<file path="config.mk">
export PLATFORM = sky130hd
export DESIGN_NAME = ex_stage
export DESIGN_NICKNAME = d
export VERILOG_FILES = /design/src/rtl/ex_stage.sv
export SDC_FILE = /design/constraint.sdc
export NUM_CORES = 1
export LEC_CHECK = 0
export ABC_AREA = 1
export CORE_MARGIN = 4
export CORE_UTILIZATION = 35
export CTS_BUF_LIST = sky130_fd_sc_hd__clkbuf_16
export DETAILED_ROUTE_END_ITERATION = 8
export DONT_BUFFER_PORTS = 1
export PLACE_DENSITY = 0.59
export RECOVER_POWER = 100
export SYNTH_ARGS = -nofsm -noshare
export SYNTH_HDL_FRONTEND = slang
export SYNTH_SLANG_ARGS = --single-unit
</file>
<file path="constraint.sdc">
create_clock -name clk_i -period 3 [get_ports clk_i]
set_clock_uncertainty 0.1 [all_clocks]
set_input_delay 0.75 -clock clk_i [delete_from_list [all_inputs] [get_ports clk_i]]
set_output_delay 0.75 -clock clk_i [all_outputs]
set_load 0.01 [all_outputs]
</file>
<file path="src/rtl/ex_stage.sv">
// Execute stage: operand muxes, ALU, branch resolve and 1-cycle result register.
// Also holds the shared config package and the ALU.
package pkg_config;
  localparam int DATA_WIDTH = 32;
  localparam logic [5:0] OP_ALU_ADD  = 6'd0;
  localparam logic [5:0] OP_ALU_SUB  = 6'd1;
  localparam logic [5:0] OP_ALU_SLL  = 6'd2;
  localparam logic [5:0] OP_ALU_SLT  = 6'd3;
  localparam logic [5:0] OP_ALU_SLTU = 6'd4;
  localparam logic [5:0] OP_ALU_XOR  = 6'd5;
  localparam logic [5:0] OP_ALU_SRL  = 6'd6;
  localparam logic [5:0] OP_ALU_SRA  = 6'd7;
  localparam logic [5:0] OP_ALU_OR   = 6'd8;
  localparam logic [5:0] OP_ALU_AND  = 6'd9;
endpackage

module alu #(
  parameter int W = pkg_config::DATA_WIDTH
) (
  input  logic [5:0]   alu_op_i,
  input  logic [W-1:0] a_i,
  input  logic [W-1:0] b_i,
  output logic [W-1:0] result_o
);
  import pkg_config::*;
  localparam int SW = $clog2(W);

  logic [SW-1:0] sh;
  logic          lt_s;
  logic          lt_u;

  assign sh   = b_i[SW-1:0];
  assign lt_s = $signed(a_i) < $signed(b_i);
  assign lt_u = a_i < b_i;

  always_comb begin
    result_o = '0;
    unique case (1'b1)
      (alu_op_i == OP_ALU_ADD):  result_o = a_i + b_i;
      (alu_op_i == OP_ALU_SUB):  result_o = a_i - b_i;
      (alu_op_i == OP_ALU_SLL):  result_o = a_i << sh;
      (alu_op_i == OP_ALU_SLT):  result_o = {{(W-1){1'b0}}, lt_s};
      (alu_op_i == OP_ALU_SLTU): result_o = {{(W-1){1'b0}}, lt_u};
      (alu_op_i == OP_ALU_XOR):  result_o = a_i ^ b_i;
      (alu_op_i == OP_ALU_SRL):  result_o = a_i >> sh;
      (alu_op_i == OP_ALU_SRA):
        result_o = W'($signed(a_i) >>> sh);
      (alu_op_i == OP_ALU_OR):   result_o = a_i | b_i;
      (alu_op_i == OP_ALU_AND):  result_o = a_i & b_i;
      default:                   result_o = '0;
    endcase
  end
endmodule

module ex_stage #(
  parameter int DATA_WIDTH = pkg_config::DATA_WIDTH
) (
  input  logic                  clk_i,
  input  logic                  rst_ni,
  input  logic                  id_valid_i,
  output logic                  id_ready_o,
  input  logic [DATA_WIDTH-1:0] id_pc_i,
  input  logic [DATA_WIDTH-1:0] id_rs1_i,
  input  logic [DATA_WIDTH-1:0] id_rs2_i,
  input  logic [DATA_WIDTH-1:0] id_imm_i,
  input  logic [5:0]            id_alu_op_i,
  input  logic [1:0]            id_a_sel_i,
  input  logic                  id_b_sel_i,
  input  logic [2:0]            id_br_type_i,
  input  logic                  id_jalr_i,
  input  logic [4:0]            id_rd_i,
  input  logic                  id_rd_we_i,
  input  logic                  flush_i,
  output logic                  ex_valid_o,
  input  logic                  ex_ready_i,
  output logic [DATA_WIDTH-1:0] ex_result_o,
  output logic [DATA_WIDTH-1:0] ex_store_data_o,
  output logic [4:0]            ex_rd_o,
  output logic                  ex_rd_we_o,
  output logic                  redirect_o,
  output logic [DATA_WIDTH-1:0] redirect_pc_o
);
  localparam logic [DATA_WIDTH-1:0] FOUR = DATA_WIDTH'(4);
  localparam logic [DATA_WIDTH-1:0] LSB0 =
    {{(DATA_WIDTH-1){1'b1}}, 1'b0};

  logic [DATA_WIDTH-1:0] op_a;
  logic [DATA_WIDTH-1:0] op_b;
  logic [DATA_WIDTH-1:0] alu_res;
  logic [DATA_WIDTH-1:0] tgt_base;
  logic [DATA_WIDTH-1:0] tgt_sum;
  logic [DATA_WIDTH-1:0] target;
  logic                  is_jump;
  logic                  taken;
  logic                  xfer;
  logic                  eq;
  logic                  lt_s;
  logic                  lt_u;

  assign id_ready_o = !ex_valid_o || ex_ready_i;
  assign xfer       = id_valid_i && id_ready_o;

  always_comb begin
    op_a = '0;
    unique case (id_a_sel_i)
      2'd0:    op_a = id_rs1_i;
      2'd1:    op_a = id_pc_i;
      default: op_a = '0;
    endcase
  end

  assign op_b = id_b_sel_i ? id_imm_i : id_rs2_i;

  alu #(.W(DATA_WIDTH)) u_alu (
    .alu_op_i (id_alu_op_i),
    .a_i      (op_a),
    .b_i      (op_b),
    .result_o (alu_res)
  );

  // Branch compare always sees raw rs1/rs2, not the muxed operands.
  assign eq   = id_rs1_i == id_rs2_i;
  assign lt_s = $signed(id_rs1_i) < $signed(id_rs2_i);
  assign lt_u = id_rs1_i < id_rs2_i;

  assign is_jump = id_br_type_i == 3'd7;

  always_comb begin
    taken = 1'b0;
    unique case (id_br_type_i)
      3'd1:    taken = eq;
      3'd2:    taken = !eq;
      3'd3:    taken = lt_s;
      3'd4:    taken = !lt_s;
      3'd5:    taken = lt_u;
      3'd6:    taken = !lt_u;
      3'd7:    taken = 1'b1;
      default: taken = 1'b0;
    endcase
  end

  assign tgt_base = (is_jump && id_jalr_i) ? id_rs1_i : id_pc_i;
  assign tgt_sum  = tgt_base + id_imm_i;
  assign target   = (is_jump && id_jalr_i) ? (tgt_sum & LSB0)
                                           : tgt_sum;

  always_ff @(posedge clk_i or negedge rst_ni) begin
    if (!rst_ni) begin
      ex_valid_o <= 1'b0;
    end else if (flush_i) begin
      ex_valid_o <= 1'b0;
    end else if (xfer) begin
      ex_valid_o <= 1'b1;
    end else if (ex_ready_i) begin
      ex_valid_o <= 1'b0;
    end
  end

  always_ff @(posedge clk_i or negedge rst_ni) begin
    if (!rst_ni) begin
      ex_result_o     <= '0;
      ex_store_data_o <= '0;
      ex_rd_o         <= '0;
      ex_rd_we_o      <= 1'b0;
    end else if (xfer) begin
      ex_result_o     <= is_jump ? (id_pc_i + FOUR) : alu_res;
      ex_store_data_o <= id_rs2_i;
      ex_rd_o         <= id_rd_i;
      ex_rd_we_o      <= id_rd_we_i;
    end
  end

  // Redirect is a pulse: it can only rise on an accept edge.
  always_ff @(posedge clk_i or negedge rst_ni) begin
    if (!rst_ni) begin
      redirect_o    <= 1'b0;
      redirect_pc_o <= '0;
    end else if (xfer && taken && !flush_i) begin
      redirect_o    <= 1'b1;
      redirect_pc_o <= target;
    end else begin
      redirect_o    <= 1'b0;
    end
  end
endmodule

</file>
======== After elaboration in Yosys (flattened, before gate mapping) ========
Index checks and enable logic that the tools add are counted.
storage, ports and cells
  input bits .............................. 152
  output and inout port bits .............. 105
  word-level logic and storage cells ...... 63
  register bits ........................... 104
operators by class
  bitwise gates (word level) .............. 3
  add/subtract/negate cells ............... 4
  magnitude comparators ................... 4
  multiplexer cells ....................... 11
  equal/unequal tests ..................... 18
  reductions and logical operators ........ 13
  shifts and indexed selects .............. 3
operators by type and width
  operator                                       number
  case mux 32 bit (10 select lines)              1
  < comparator 32 bit                            4
  two-way mux 32 bit                             3
  adder 32 bit                                   2
  case mux 32 bit (2 select lines)               1
  adder 32 x 3 -> 32 bit, second input constant  1
  bitwise AND 32 bit                             1
  == test 32 bit                                 1
  OR 32 bit                                      1
  left shift 32 x 5 -> 32 bit                    1
  right shift 32 x 5 -> 32 bit                   1
  >>> shifter 32 x 5 -> 32 bit                   1
  subtractor 32 bit                              1
  XOR 32 bit                                     1
  == test 6 x 3 -> 1 bit, second input constant  4
  == test 3 bit, second input constant           4
  == test 6 x 2 -> 1 bit, second input constant  2
  == test 6 x 4 -> 1 bit, second input constant  2
  case mux 1 bit (7 select lines)                1
  == test 3 x 2 -> 1 bit, second input constant  2
  == test 6 x 1 -> 1 bit, second input constant  1
  zero test 6 bit                                1
  zero test 1 bit                                5
  two-way mux 1 bit                              5
  6 further kinds                                9

======== Depth between registers and ports, before layout ========
  depth after elaboration ................. 6
  gate-level depth with buffers ........... 24
  mapped depth without buffers ............ 22

======== Hierarchy ========
A second synthesis with hierarchy kept.
second synthesis, totals
  cell total of the unflattened synthesis .. 3,473
  area, all modules ....................... 19,237.2 µm²
by module, submodules not included
  module    times used  area each (µm²)  cells an instance  seq. area each (µm²)
  alu       1           10,555.1         2,166              0.0
  ex_stage  1           8,682.1          1,307              2,602.5

======== Worst setup path before layout ========
OpenSTA, ideal clock, no wires.
  path type ............................... input -> register
  from .................................... input id_br_type_i[2]
  to ...................................... register redirect_pc_o[31]
  arrival ................................. 3.452 ns
  setup time .............................. 0.117 ns
  buffers on the path ..................... 2
  data required time ...................... 2.783 ns
  path slack .............................. -0.670 ns
  stages .................................. 20
  path through ............................ inv_1 nor2_1 nand2_1 inv_1 clkbuf_1 clkbuf_1 nand2_1 o21ai_0 ha_1 a21oi_1 o21ai_2 a21boi_1 o21ai_1 a21oi_1 or2_1 nand2_1 nand2_1 nand2_1 nand3_1 nand2_1
between the ends
  cells in the longest elaborated chain, start to end .. 4
  elaborated cells between the ends (all ways) .. 13
  those cells by class .................... 1 x add/sub; 7 x eq/ne; 2 x mux; 3 x reduce/logical
RTL lines
  item                                                                         RTL line  RTL
  start, declared                                                              69        input logic [2:0] id_br_type_i,
  == test 3 bit, or another cell as far along                                  126, 130
  logical AND 1 bit / case mux 1 bit (7 select lines) (equally long branches)  142, 130
  two-way mux 32 bit / logical AND 1 bit (equally long branches)               142, 178
  adder 32 bit / logical AND 1 bit (equally long branches)                     143, 178
  end signal, assigned                                                         180       redirect_pc_o <= target;
  end, declared                                                                81        output logic [DATA_WIDTH-1:0] redirect_pc_o
Parallel ways exist; a longest one is shown, timed or not.
A chain may end at the register's enable or synchronous reset.

======== Worst setup path after layout ========
  from .................................... input id_a_sel_i[0]
  to ...................................... register ex_result_o[8]
between the ends
  cells in the longest elaborated chain, start to end .. 5
  elaborated cells between the ends (all ways) .. 13
  those cells by class .................... 2 x add/sub; 1 x eq/ne; 3 x shift; 3 x mux; 3 x bitwise; 1 x reduce/logical
RTL lines
  item                                                              RTL line  RTL
  start, declared                                                   67        input logic [1:0] id_a_sel_i,
  == test 2 x 1 -> 1 bit / zero test 2 bit (equally long branches)  105       unique case (id_a_sel_i)
  case mux 32 bit (2 select lines) (*)                              105
  subtractor 32 bit, or another cell as far along                   40        (alu_op_i == OP_ALU_SUB): result_o = a_i - b_i;
  case mux 32 bit (10 select lines) (*)                             38        unique case (1'b1)
  two-way mux 32 bit (*)                                            166       ex_result_o <= is_jump ? (id_pc_i + FOUR) : alu_res;
  end signal, assigned                                              166
  end, declared                                                     76        output logic [DATA_WIDTH-1:0] ex_result_o,
Every way passes the cells marked *; elsewhere a longest branch is shown, timed or not.

==> summary.txt <==
Placed design
  • RePlAce Congestion: 1.08
  • Port bufs: 0
  • Placed insts: 4575
  • DP Wirelength: 82400 µm
  • Setup WS pre-CTS: -0.791 ns

Yosys
  • Synth unique cells: 52
  • Post-synth EDFFs: 0
  • Post-Syn Nets: 3689
  • Seq cells post-synth: 104
  • Synth area leaders: nand2_1, nand3_1, dfrtp_1
  • Area leader, netlist: nand2_1
  • Post-synthesis async set-or-reset flop share: 100%
  • Post-Syn Area per Cell: 5.53 µm²
  • Mapped cell area: 18700 µm²
  • Synth Instances: 3371
  • Top cell type's share of synthesized area: 20.7%
  • Synth Flop Type: dfrtp_1
  • Register area share after synthesis: 13.9%
  • Yosys warnings: 0

Clock network
  • Clock sinks: 104
  • H-Tree Depth: 3
  • CTS Buf Count: 9
  • Root buf cell: clkbuf_16
  • Clk slew on worst S/H paths: 0.09 ns
  • CTS tree: done
  • Clk buf depth: 2
  • Worst skew pair latency: 0.39 ns

Die
  • # rows: 84
  • I/O pin total: 257
  • Die Span X: 239 µm
  • Die Height: 239 µm
  • Die ar.: 57100 µm²
  • Initial Util: 35.4%
  • Total core area: 52700 µm²

Run status
  • Outcome: complete, but fails checks
  • Failing checks: hold timing, capacitance limit, slew limit, setup timing

Worst setup path
  • Critical path's top delay family: simple AND/OR/NAND/NOR gates
  • Crit start category: primary input
  • Data required, critical path: 3.19 ns
  • CP max stage cell: fa_2
  • CP max stage delay: 0.42 ns
  • CP bufs+invs: 5
  • Crit path kind: primary input to register
  • CP Capture Type: register
  • Critical-path cell list: inv_6, nor2_4, nand2_2, nand2_4, buf_6, clkinvlp_4, fa_2, inv_2, nand2_2, nand2_2, and2_4, nand2_2, nand2_4, buf_4, a21oi_1, o21ai_0, nand3_1, a21oi_2, nand2_2, nand2_1, a21oi_2
  • Worst R2R Setup Slack: 0.35 ns
  • Most used cell, CP: nand2_2
  • Critical Path Fanout Max: 29
  • R2r startpoint: ex_valid_o
  • Worst setup path startpoint: id_a_sel_i[0]
  • R2r worst-path depth: 5
  • CP Depth: 21
  • WP data arrival: 3.20 ns
  • R2R Path End: ex_result_o[9]

Route
  • Drt via density: 5.56
  • DRC Markers: 0
  • Number of routed nets with antenna violations: 0
  • Initial DRC count: 2842
  • DR pass1 iterations: 6
  • Total number of vias: 25.7k
  • Post-DR wirelength/cell: 21.5 µm
  • Drt total wl: 99800 µm

Finish
  • Commonest non-fill, non-tap cell in the layout: nand2_1
  • Final cell count without fillers: 4635
  • Ant. Diodes: 0
  • Area Growth Syn to Fin: 42.1%
  • Layout cells sized above 1: 28.7%
  • Filler instances: 5552
  • Fin nets: 4260
  • Most frequent cells in the layout: nand2_1, buf_4, nand3_1

Power and ir drop
  • Net Sw Frac: 47.7%
  • Maximum vdd drop: 0.235 mV
  • Power Dens Cells: 314 nW/µm²
  • Net Sw Power: 3.97 mW
  • Leak Pwr: 13.6 nW
  • Power Internal: 4.36 mW
  • Comb power frac: 60.9%
  • Clock group share of total power: 14.4%
  • Tot Pwr: 8.33 mW
  • Reg power frac: 24.7%

Hold path
  • Hold Path Class: primary input to asynchronous set/reset pin

STA
  • Final hold viol count: 104
  • RSZ-0062 raised after global routing: true
  • Fmax: 332 MHz
  • Final setup margin: -0.00864 ns
  • Worst slew margin: -3.29%
  • Setup violators final: 1
  • Fin crit share: 100%
  • Max Slew Vio Count: 37
  • Hold_ws: -0.0596 ns
  • Least-Margin Pin Slew: 1.55 ns
  • Minimum clock period: 3.01 ns

Global route
  • Largest net degree at the start of global routing: 105
  • Initial antenna violation count: 0
  • Vias in the first global route: 23.9k
  • Total gr overflow: 0
  • Gr usage total: 32.7%
  • First-pass GRT wire length: 143000 µm

Run
  • Max cap viols: 1
-- kinds of logic (layout without fill, tap and decap cells) --
| group | after synthesis | after routing | share of synthesized area [%] |
|---|---|---|---|
| XOR/XNOR | 45 | 45 | 2.11 |
| adder cells (fa/ha/maj) | 166 | 166 | 11.3 |
| AO/OA/AOI/OAI | 531 | 531 | 15.4 |
| buffers and inverters | 544 | 1120 | 11.8 |
| AND/OR/NAND/NOR | 1980 | 1980 | 45.4 |
| flip-flops | 104 | 104 | 13.9 |
| multiplexers | 1 | 1 | 0.0537 |
-- state kept, by name, summed over array words and instances, names as in the netlist --
register,flops
ex_store_data_o,32
ex_valid_o,1
redirect_pc_o,32
ex_rd_we_o,1
ex_result_o,32
redirect_o,1
ex_rd_o,5
-- stage by stage --
step                      hold slack [ns]  instance area, µm²  TNS (ns)  util, %
final                             -0.0596               26500  -0.00864     50.3
after floorplan                     0.354               19000    -0.503        -
after CTS                         -0.0804               25100   -0.0571     47.6
after global placement              0.357               24200    -24.79     46.0
after detailed placement            0.357               24200    -25.58     46.0
after global routing              -0.0638               26500     -1.25     50.3
-- per-layer routing --
metal | track usage, % | up-vias | share of wire (%)
li1 | - | 12227 | -
met1 | 41.4 | 11862 | 39
met2 | 53.2 | 1351 | 45
met3 | 6.20 | 308 | 9.8
met4 | 16.5 | 0 | 6.5
met5 | 0 | - | 0
-- worst max-delay path by stage --
stage | to | slack (ns)
global placement | ex_result_o[24] | -0.79
floorplan | redirect_pc_o[31] | -0.12
finish | ex_result_o[8] | -0.009
global route | ex_result_o[6] | -0.13
detailed placement | ex_result_o[24] | -0.79
CTS | ex_result_o[12] | -0.04
-- synth_stat cells (9+ instances only) --
cell type	instances
nand4_1	44
xor2_1	39
inv_1	397
o22ai_1	18
dfrtp_1	104
a21oi_1	226
buf_2	52
o21ai_1	13
inv_2	9
a31oi_1	9
clkbuf_1	55
buf_1	9
o211ai_1	9
ha_1	163
o21ai_0	205
nor2_1	255
nor3_1	36
nand2_1	1029
nand3_1	568
buf_4	18
o21bai_1	18
nor2_2	9
-- layout make-up --
class	instances	area, µm²	area share (%)
multi-input cells	2723	15700	59.0
repair buffers	697	5560	21.0
flip-flops and latches	104	2600	9.82
inverters	407	1560	5.89
well taps	688	861	3.25
clock buffers	9	225	0.849
clock inverters	7	55.1	0.208
-- power by group through the flow --
| stage | sequential [mW] | clock (mW) | combinational [mW] |
|---|---|---|---|
| final | 2.05 | 1.20 | 5.07 |
| after global routing | 2.09 | 1.26 | 5.49 |
| after CTS | 2.06 | 1.24 | 4.59 |
| after floorplan | 1.98 | 0 | 2.48 |
| after global placement | 2.08 | 0 | 4.40 |
| after detailed placement | 2.09 | 0 | 4.42 |
-- repair_timing --
action,in CTS,in global routing
setup buffers,6,34
hold endpoints to repair,104,104
cloned,1,5
pin swaps,24,120
endpoints found under the setup margin,29,61
resized for setup,135,324
Note: power is estimated with default switching activity, not from simulation.
